===== config.mk =====
export PLATFORM = sky130hd
export DESIGN_NAME = smbs_flat
export DESIGN_NICKNAME = d
export VERILOG_FILES = /design/src/rtl/smbs_if.sv /design/src/rtl/smbs.sv /design/src/flat_wrapper.sv
export SDC_FILE = /design/constraint.sdc
export NUM_CORES = 1
export LEC_CHECK = 0
export ABC_AREA = 1
export BUFFER_PORTS_ARGS = -buffer_cell sky130_fd_sc_hd__buf_4
export CAP_MARGIN = 10
export CORE_ASPECT_RATIO = 1.2
export CORE_MARGIN = 2
export CORE_UTILIZATION = 45
export DETAILED_ROUTE_END_ITERATION = 12
export PLACE_DENSITY_LB_ADDON = 0.05
export SYNTH_ARGS = -nofsm -noshare
export SYNTH_HDL_FRONTEND = slang
export SYNTH_SLANG_ARGS = --single-unit

===== constraint.sdc =====
create_clock -name clk -period 1.5 [get_ports clk]
set_clock_uncertainty 0.1 [all_clocks]
set_input_delay 0.3 -clock clk [delete_from_list [all_inputs] [get_ports clk]]
set_output_delay 0.3 -clock clk [all_outputs]
set_load 0.01 [all_outputs]

===== src/rtl/smbs_if.sv =====
// Serial broadcast switch bus: serial input strobe/data toward the switch,
// routed line fabric and header/status observation back from it.
interface smbs_if;
  logic             en;          // bit-valid strobe
  logic             serIn;       // serial data
  logic [3:0][3:0]  L;           // L[p][l]: line l of port p
  logic [0:5]       Q;           // header shift register contents
  logic [3:0]       PB;          // port enables
  logic [1:0]       LB;          // line select
  logic             busy;        // frame in progress
  logic             frame_done;  // one-cycle end-of-frame pulse

  // Link side: drives the serial stream, observes the fabric and status.
  modport master (
    output en,
    output serIn,
    input  L,
    input  Q,
    input  PB,
    input  LB,
    input  busy,
    input  frame_done
  );

  // Switch side: consumes the serial stream, drives the fabric and status.
  modport slave (
    input  en,
    input  serIn,
    output L,
    output Q,
    output PB,
    output LB,
    output busy,
    output frame_done
  );
endinterface


===== src/rtl/smbs.sv =====
// Serial message broadcast switch.
// A frame is a start bit, a 6-bit header (PB[3..0] then LB[1..0], MSB first)
// and PAYLOAD_LEN payload bits. Every payload bit is steered, with zero
// latency, onto line LB of each port whose PB bit is set.
module smbs #(
  parameter int PAYLOAD_LEN = 8
) (
  input  logic   clk,
  input  logic   rst,
  smbs_if.slave  io
);

  // The payload count needs clog2(PAYLOAD_LEN+1) bits, but the same counter
  // also walks the six header bits, so it is never narrower than 3 bits.
  localparam int PAY_W = $clog2(PAYLOAD_LEN + 1);
  localparam int CNT_W = (PAY_W > 3) ? PAY_W : 3;

  localparam logic [CNT_W-1:0] HDR_LAST = CNT_W'(5);
  localparam logic [CNT_W-1:0] PAY_LAST = CNT_W'(PAYLOAD_LEN - 1);
  localparam logic [CNT_W-1:0] CNT_ZERO = '0;
  localparam logic [CNT_W-1:0] CNT_ONE  = CNT_W'(1);

  typedef enum logic [1:0] {
    ST_IDLE = 2'd0,
    ST_HDR  = 2'd1,
    ST_PAY  = 2'd2
  } state_t;

  state_t            state_r;
  state_t            state_nxt_s;
  logic [CNT_W-1:0]  cnt_r;
  logic [CNT_W-1:0]  cnt_nxt_s;
  logic [0:5]        q_r;
  logic [0:5]        q_nxt_s;
  logic              done_r;
  logic              done_nxt_s;
  logic [3:0]        pb_s;
  logic [1:0]        lb_s;
  logic              route_s;

  // State, header, counter and done-pulse registers; rst aborts any frame.
  always_ff @(posedge clk) begin
    if (rst) begin
      state_r <= ST_IDLE;
      cnt_r   <= CNT_ZERO;
      q_r     <= 6'b000000;
      done_r  <= 1'b0;
    end else begin
      state_r <= state_nxt_s;
      cnt_r   <= cnt_nxt_s;
      q_r     <= q_nxt_s;
      done_r  <= done_nxt_s;
    end
  end

  // Next-state logic: a bit is consumed only on en; without en all state holds.
  always_comb begin
    state_nxt_s = state_r;
    cnt_nxt_s   = cnt_r;
    q_nxt_s     = q_r;
    done_nxt_s  = 1'b0;
    if (io.en) begin
      case (state_r)
        ST_IDLE: begin
          if (io.serIn) begin
            state_nxt_s = ST_HDR;
            cnt_nxt_s   = CNT_ZERO;
          end else begin
            state_nxt_s = ST_IDLE;
          end
        end
        ST_HDR: begin
          // First header bit migrates to Q[0], so PB[3] ends up in Q[0].
          q_nxt_s = {q_r[1:5], io.serIn};
          if (cnt_r == HDR_LAST) begin
            state_nxt_s = ST_PAY;
            cnt_nxt_s   = CNT_ZERO;
          end else begin
            cnt_nxt_s   = cnt_r + CNT_ONE;
          end
        end
        ST_PAY: begin
          if (cnt_r == PAY_LAST) begin
            state_nxt_s = ST_IDLE;
            cnt_nxt_s   = CNT_ZERO;
            done_nxt_s  = 1'b1;
          end else begin
            cnt_nxt_s   = cnt_r + CNT_ONE;
          end
        end
        default: begin
          state_nxt_s = ST_IDLE;
          cnt_nxt_s   = CNT_ZERO;
        end
      endcase
    end else begin
      state_nxt_s = state_r;
    end
  end

  // Header field decode and status outputs taken straight from the registers.
  always_comb begin
    pb_s          = {q_r[0], q_r[1], q_r[2], q_r[3]};
    lb_s          = {q_r[4], q_r[5]};
    io.Q          = q_r;
    io.PB         = pb_s;
    io.LB         = lb_s;
    io.busy       = (state_r != ST_IDLE);
    io.frame_done = done_r;
  end

  // Zero-latency routing: the live payload bit goes to line LB of every enabled port.
  always_comb begin
    io.L    = '0;
    route_s = io.serIn & io.en & (state_r == ST_PAY);
    for (int p = 0; p < 4; p++) begin
      for (int l = 0; l < 4; l++) begin
        io.L[p][l] = route_s & pb_s[p] & (lb_s == 2'(l));
      end
    end
  end

endmodule


===== src/flat_wrapper.sv =====
// flat-port wrapper written by rule: the top's interface ports become plain ports
module smbs_flat 
#(
  parameter int PAYLOAD_LEN = 8
)
  (clk, rst, io_en, io_serIn, io_L, io_Q, io_PB, io_LB, io_busy, io_frame_done);
  smbs_if io_i ();
  input  logic clk;
  input  logic rst;
  input wire logic [$bits(io_i.en)-1:0] io_en;
  input wire logic [$bits(io_i.serIn)-1:0] io_serIn;
  output wire logic [$bits(io_i.L)-1:0] io_L;
  output wire logic [$bits(io_i.Q)-1:0] io_Q;
  output wire logic [$bits(io_i.PB)-1:0] io_PB;
  output wire logic [$bits(io_i.LB)-1:0] io_LB;
  output wire logic [$bits(io_i.busy)-1:0] io_busy;
  output wire logic [$bits(io_i.frame_done)-1:0] io_frame_done;
  assign io_i.en = io_en;
  assign io_i.serIn = io_serIn;
  assign io_L = io_i.L;
  assign io_Q = io_i.Q;
  assign io_PB = io_i.PB;
  assign io_LB = io_i.LB;
  assign io_busy = io_i.busy;
  assign io_frame_done = io_i.frame_done;
  smbs #(.PAYLOAD_LEN(PAYLOAD_LEN)) u_core (.clk(clk), .rst(rst), .io(io_i));
endmodule

Word level (Yosys, flattened, before mapping)
Cells that the tools add are included.
{"block": "classes", "n_mux": 9, "n_addsub": 1, "reduce_logical": 7, "bitwise_logic": 24, "n_eq_ne": 10}
{"op": "$and 1x1->1", "count": 22}
{"op": "$mux 4", "count": 3}
{"op": "$pmux 4 s3", "count": 1}
{"op": "$eq 4x3->1 const B", "count": 2}
{"op": "$eq 2x2->1 const B", "count": 3}
{"op": "$pmux 2 s3", "count": 1}
{"op": "$add 4x1->4 const B", "count": 1}
{"op": "$eq 2x1->1 const B", "count": 2}
{"op": "$logic_not 2->1", "count": 2}
{"op": "$mux 2", "count": 2}
{"op": "$ne 2x1->1 const B", "count": 2}
{"op": "$reduce_and 2->1", "count": 2}
{"op": "$reduce_and 3->1", "count": 1}
{"op": "$reduce_or 3->1", "count": 1}
{"op": "$mux 1", "count": 2}
{"op": "$ne 2x2->1 const B", "count": 1}
{"op": "$not 1->1", "count": 2}
{"op": "$reduce_bool 2->1", "count": 1}
{"block": "word_totals", "in_bits": 4, "elab_cells": 55, "ff_bits": 13, "out_inout_bits": 30}

Logic depth before layout (Yosys ltp)
Gate-level depths: netlist of the first run.
{"block": "logic_depth", "depth_word": 4, "depth_mapped": 8, "depth_no_buf": 8}

Least setup slack after synthesis of the first run
OpenSTA, ideal clock, no wires.
{"block": "synth_timing", "kind": "register to output", "startpoint": "register u_core.state_r[0]", "endpoint": "output port io_L[0]", "path_slack_ns": 0.005, "n_path_buf": 0, "t_required_ns": 1.100, "stages_incl_launch_ff": 7, "arrival_time_ns": 1.095, "cell_sequence": "dfxtp_1 -> inv_1 -> ha_1 -> inv_1 -> nor3_4 -> nand2_1 -> nor2_1"}
{"block": "synth_between", "elab_chain_len": 4}
{"element": "start, declared", "line_no": "smbs.sv:29", "rtl": "state_t state_r;"}
{"element": "start signal, assigned", "line_no": "smbs.sv:49", "rtl": "state_r <= state_nxt_s;"}
{"element": "$eq 2x2->1", "line_no": "smbs.sv:115", "rtl": "route_s = io.serIn & io.en & (state_r == ST_PAY);"}
{"element": "$and 1x1->1", "line_no": "smbs.sv:115"}
{"element": "$and 1x1->1 (2 in series)", "line_no": "smbs.sv:118", "rtl": "io.L[p][l] = route_s & pb_s[p] & (lb_s == 2'(l));"}
{"element": "end, declared", "line_no": "flat_wrapper.sv:12", "rtl": "output wire logic [$bits(io_i.L)-1:0] io_L;"}
Every way passes these cells.

Final worst setup path of the first run
{"block": "layout_timing", "startpoint": "register u_core.state_r[0]", "endpoint": "output port io_L[3]"}
The elaborated chain is that of the path after synthesis.

==> flow_summary.ini, run 1 <==
[routing]
drt_first_iter_violations = 9
wl_per_cell_um = 11.3
first_pass_iters = 4
drt_wl_total_um = 1990
viasPerCell = 4.99
antenna_left = 0
vias = 878
drc = 0

[timing]
worst_slack_ns = -0.396
post-route-period-util_pct = 126
setup_violations = 17
hold_viol_final = 0
relSlewSlack_pct = 82.0
worst_pin_slew_ns = 0.270
timing.hold.ws_ns = 0.105
fmax_ghz = 0.527
setup-tns-final_ns = -6.18
min_period_ns = 1.90
grt_setup_unrepaired = true
drv_slew = 0

[layout]
most-common-layout-cells = buf_4 (35), nand2_1 (20), inv_1 (13), nor2_2 (13), nor2_1 (13)
layout_commonest_cell = buf_4
antennaDiodeCount = 0
layout.cells.non_filler = 176
post_route_cells_drive_above_1_share_pct = 44.9
multi_input_area_sq_um = 498
regArea_sq_um = 263
fillerInstances = 140
nNetsFinal = 168
areaGrowthSynthToFinish_pct = 49.4

[clocking]
holdBufCountCts = 0
clk_pin_slew_worst_paths_ns = 0.08
tritoncts = yes
clock-root-buffer = clkbuf_4
ctsLongestPathBuffers = 2
htree_levels = 1
clock_latency_ns = 0.27
cts_sinks = 13
cts_made_buffers = 3

[outcome]
violations = setup timing
status = complete, but fails checks

[power]
peakVddDrop_uv = 478
power.density_nw_per_um2 = 779
total_leakage_power_nw = 0.553

[synth]
ys_seq_area_share_pct = 33.1
syn_area_sq_um = 786
ys_types = 14
syn-num-nets = 131
synth_area_per_cell_sq_um = 6.44
ys_warn_count = 0
netlist_instances = 122
synth_top_cell_area_share_pct = 33.1
ys_ff_latch = 13
synth_area_leaders = dfxtp_1 (33%), nor2_1 (13%), nand2_1 (12%), inv_1 (8.1%), ha_1 (8.0%)
yosys.area.top_type = dfxtp_1

[placed_design]
dpl.hpwl_um = 1470
numPortBuffers = 33
dpl.cell_count = 170
gp_congestion = 0.941

[setup_path]
crit_path_top_delay_cell = dfxtp_2
worstSetupPathType = reg2out
endpoint_kind = output port
crit_family = simple AND/OR/NAND/NOR gates
path_cells = inv_2 > ha_4 > inv_2 > nor3_4 > nand2_2 > nor2_2 > buf_4
cp.required_ns = 1.10
start_kind = flip-flop
path_common_cell = inv_2
slowest_delay_ns = 0.33
worstPathArrival_ns = 1.50
path_max_fanout = 4
path_buf_inv = 3

[die]
die_area_sq_um = 2100
fp.dieW_um = 42.1
rows = 16
coreArea_sq_um = 1640
pin_count = 34
start_util_pct = 47.9
fp.dieH_um = 49.8

[min_path]
hold_path.class = in2reg

[global_routing]
grt_max_degree = 11
grt_pass1_vias = 800
grt_use_total_pct = 20.2
antenna_found_initial = 0
grt_overflow_total = 0
grt_pass1_wl_um = 3350

[run]
max_cap_violations = 0
==> cells in the mapped netlist <==
cell type   n
a21oi_1     8
buf_4       6
dfxtp_1    13
ha_1        5
inv_1      17
inv_2       1
nand2_1    26
nand3_1     5
nand4_1     3
nor2_1     27
nor3_1      1
nor3_4      1
nor4_1      1
o21ai_0     8
==> cell families (layout without fill, tap and decap cells) <==
family	after synthesis	count (layout)	share of synthesized area [%]
buffers and inverters	24	60	14.3
flip-flops	13	13	33.1
AND/OR/NAND/NOR	64	64	34.4
AO/OA/AOI/OAI	16	16	10.2
adder cells (fa/ha/maj)	5	5	7.96
==> power by group <==
group          internal, mW  switching (mW)
clock network         0.103           0.115
logic                 0.137           0.165
registers             0.368          0.0261
total                 0.608           0.306
==> registers in the layout, summed over array words and instances (netlist names) <==
name	count
u_core.io.Q	6
u_core.cnt_r	4
u_core.state_r	2
u_core.io.frame_done	1
==> worst paths after layout <==
kind / slack, ns / to / from / cells after the start
setup reg to reg: 0.05 / u_core.cnt_r[1]$_SDFFE_PP0P_ / u_core.state_r[0]$_SDFFE_PP0P_ / 9
hold reg to reg: 0.38 / u_core.cnt_r[3]$_SDFFE_PP0P_ / u_core.cnt_r[3]$_SDFFE_PP0P_ / 2
hold / removal: 0.11 / u_core.cnt_r[3]$_SDFFE_PP0P_ / rst / 2
setup / recovery: -0.40 / io_L[3] / u_core.state_r[0]$_SDFFE_PP0P_ / 7
==> per-stage QoR <==
stage / util, % / cell area, sq um / setup WS, ns / power (mW)
floorplan: - / 786 / 0.00463 / 0.548
global placement: 63.0 / 1030 / -0.0749 / 0.632
detailed placement: 63.0 / 1030 / -0.0987 / 0.636
CTS: 67.8 / 1110 / -0.388 / 0.883
global route: 71.5 / 1170 / -0.504 / 0.980
finish: 71.5 / 1170 / -0.396 / 0.914
==> cell type report <==
class,count,area share [%]
tap,18,1.92
inverter,18,5.76
timing repair buffer,38,25.3
sequential,13,22.4
multi-input combinational,85,42.4
clock buffer,4,2.24
==> per-layer routing <==
metal,vias to the layer above,share of wire [%],GRT usage (%)
met5,-,0,0
met4,0,0.60,5.73
met3,2,7.8,4.76
met2,40,53,37.5
met1,384,38,22.5
li1,452,-,-
==> timing repair <==
item | 4_1_cts | 5_1_grt
resized for setup | 16 | 19
buffers inserted | 2 | 1
setup endpoints to repair | 18 | 22
pin swaps | 10 | 9
Note: power is estimated with default switching activity, not from simulation.
==> run 2, diff against run 1 <==
--- a/config.mk
+++ b/config.mk
@@ -10,9 +10,10 @@
 export CAP_MARGIN = 10
 export CORE_ASPECT_RATIO = 1.2
 export CORE_MARGIN = 2
-export CORE_UTILIZATION = 45
+export CORE_UTILIZATION = 25
 export DETAILED_ROUTE_END_ITERATION = 12
 export PLACE_DENSITY_LB_ADDON = 0.05
+export SKIP_LAST_GASP = 1
 export SYNTH_ARGS = -nofsm -noshare
 export SYNTH_HDL_FRONTEND = slang
 export SYNTH_SLANG_ARGS = --single-unit
==> flow_summary.ini, run 2 (synthesized netlist as in run 1, its figures left out) <==
[outcome]
status = complete, but fails checks
violations = setup timing

[clocking]
cts_sinks = 13
ctsLongestPathBuffers = 2
clock-root-buffer = clkbuf_4
tritoncts = yes
holdBufCountCts = 0
clock_latency_ns = 0.27
clk_pin_slew_worst_paths_ns = 0.08
cts_made_buffers = 3
htree_levels = 1

[min_path]
min_path_cells = 2
hold_path.class = in2reg
min-delay-start = rst
min_to = u_core.cnt_r[3]$_SDFFE_PP0P_

[global_routing]
grt_max_degree = 11
grt.met1_usage_pct = 14.3
grt_use_total_pct = 12.4
grt_overflow_total = 0
grtUsageMet3_pct = 2.27
top_usage_layer = met2
grt_pass1_wl_um = 3270
grt_pass1_vias = 743
met2_usage_pct = 21.6
antenna_found_initial = 0

[layout]
areaGrowthSynthToFinish_pct = 47.1
post-route-util_pct = 38.2
layout_commonest_cell = buf_4
largest_reg_flops = 6
most-common-layout-cells = buf_4 (38), nor2_1 (24), nand2_1 (21)
post_route_cells_drive_above_1_share_pct = 37.1
nNetsFinal = 169
antennaDiodeCount = 0
design_area_sq_um = 1160

[setup_path]
rr_endpoint = u_core.cnt_r[3]$_SDFFE_PP0P_
path_cells = inv_2 > ha_4 > inv_2 > nor3_4 > nand2_2 > nor2_2 > buf_4
slowest_delay_ns = 0.33
start_kind = flip-flop
reg2reg_depth = 6
worstPathArrival_ns = 1.48
rrSetupSlack_ns = 0.13
path_max_fanout = 4
path_buf_inv = 3
crit_path_top_delay_cell = dfxtp_2
crit_family = simple AND/OR/NAND/NOR gates
cp.required_ns = 1.10
worstSetupPathType = reg2out
cp.depth = 7
r2r_start = u_core.cnt_r[0]$_SDFFE_PP0P_
path_common_cell = inv_2
critPathLaunch = u_core.state_r[0]$_SDFFE_PP0P_
endpoint_kind = output port

[routing]
first_pass_iters = 4
antenna_left = 0
wl_per_cell_um = 11.1
vias = 851
drt_first_iter_violations = 15
viasPerCell = 4.36
drt_wl_total_um = 2160
drc = 0

[placed_design]
placed_cell_area_sq_um = 1070
numPortBuffers = 33
gp_congestion = 0.775
dpl.hpwl_um = 1720

[timing]
post-route-period-util_pct = 125
relSlewSlack_pct = 79.6
worst_slack_ns = -0.380
setup_violations = 17
worst_pin_slew_ns = 0.305
hold_viol_final = 0
fmax_ghz = 0.532
grt_setup_unrepaired = true
drv_slew = 0
min_period_ns = 1.88

[power]
power.density_nw_per_um2 = 773
p_total_mw = 0.893
total_leakage_power_nw = 0.553
peakVddDrop_uv = 438

[die]
start_util_pct = 26.0
coreArea_sq_um = 3030
die_area_sq_um = 3610
fp.dieW_um = 55.2
rows = 22
pin_count = 34
fp.dieH_um = 65.4

[run]
max_cap_violations = 0
==> run 2: changes by cell type in the layout (fill, tap and decap cells not counted), sizes merged <==
cell	delta
buf	+1
==> run 2: worst reg2reg max path: stages, from the launching register on <==
cell and delay (ns):
dfxtp_1 0.42, ha_1 0.22, nand3_1 0.11, nand2_1 0.14
nand2_1 0.12, nand3_1 0.09, a21oi_1 0.05
==> run 2: what timing repair did <==
| item | in CTS | in global routing |
|---|---|---|
| pin swaps | 6 | 4 |
| gates cloned | 0 | 0 |
| endpoints found under the hold margin | 0 | 0 |
| endpoints found under the setup margin | 17 | 19 |
| gates resized for setup | 15 | 3 |
| setup buffers | 2 | 0 |
==> run 2: worst max-delay path by stage <==
| stage | to | slack [ns] |
|---|---|---|
| global placement | io_L[10] | -0.11 |
| finish | io_L[10] | -0.38 |
| detailed placement | io_L[10] | -0.14 |
| floorplan | io_L[0] | 0.005 |
| global route | io_L[4] | -0.50 |
| CTS | io_L[6] | -0.42 |
==> run 2: layout make-up <==
cell class | instances | area (sq um)
clock buffer | 4 | 26.3
timing repair buffer | 39 | 297
multi-input combinational | 85 | 458
fill | 334 | 1870
tap | 36 | 45.0
inverter | 18 | 67.6
sequential | 13 | 263
==> run 2: routing by layer <==
metal  wire [um]  vias up
met5           0        -
met2        1090       26
met4          17        0
met1         931      374
met3         120        2
li1            -      449
==> run 2: power breakdown <==
group          total (mW)  internal, mW  switching, mW
clock               0.222         0.103          0.119
combinational       0.278         0.124          0.154
sequential          0.394         0.368         0.0255
==> run 2: metrics by stage <==
step	setup TNS, ns	instances	setup WS, ns	hold WS, ns
after floorplan	0	122	0.00463	0.269
after global placement	-1.32	190	-0.112	0.372
after detailed placement	-1.70	190	-0.139	0.378
after CTS	-6.41	195	-0.421	0.0973
after global routing	-7.69	195	-0.497	0.108
final	-5.80	195	-0.380	0.111
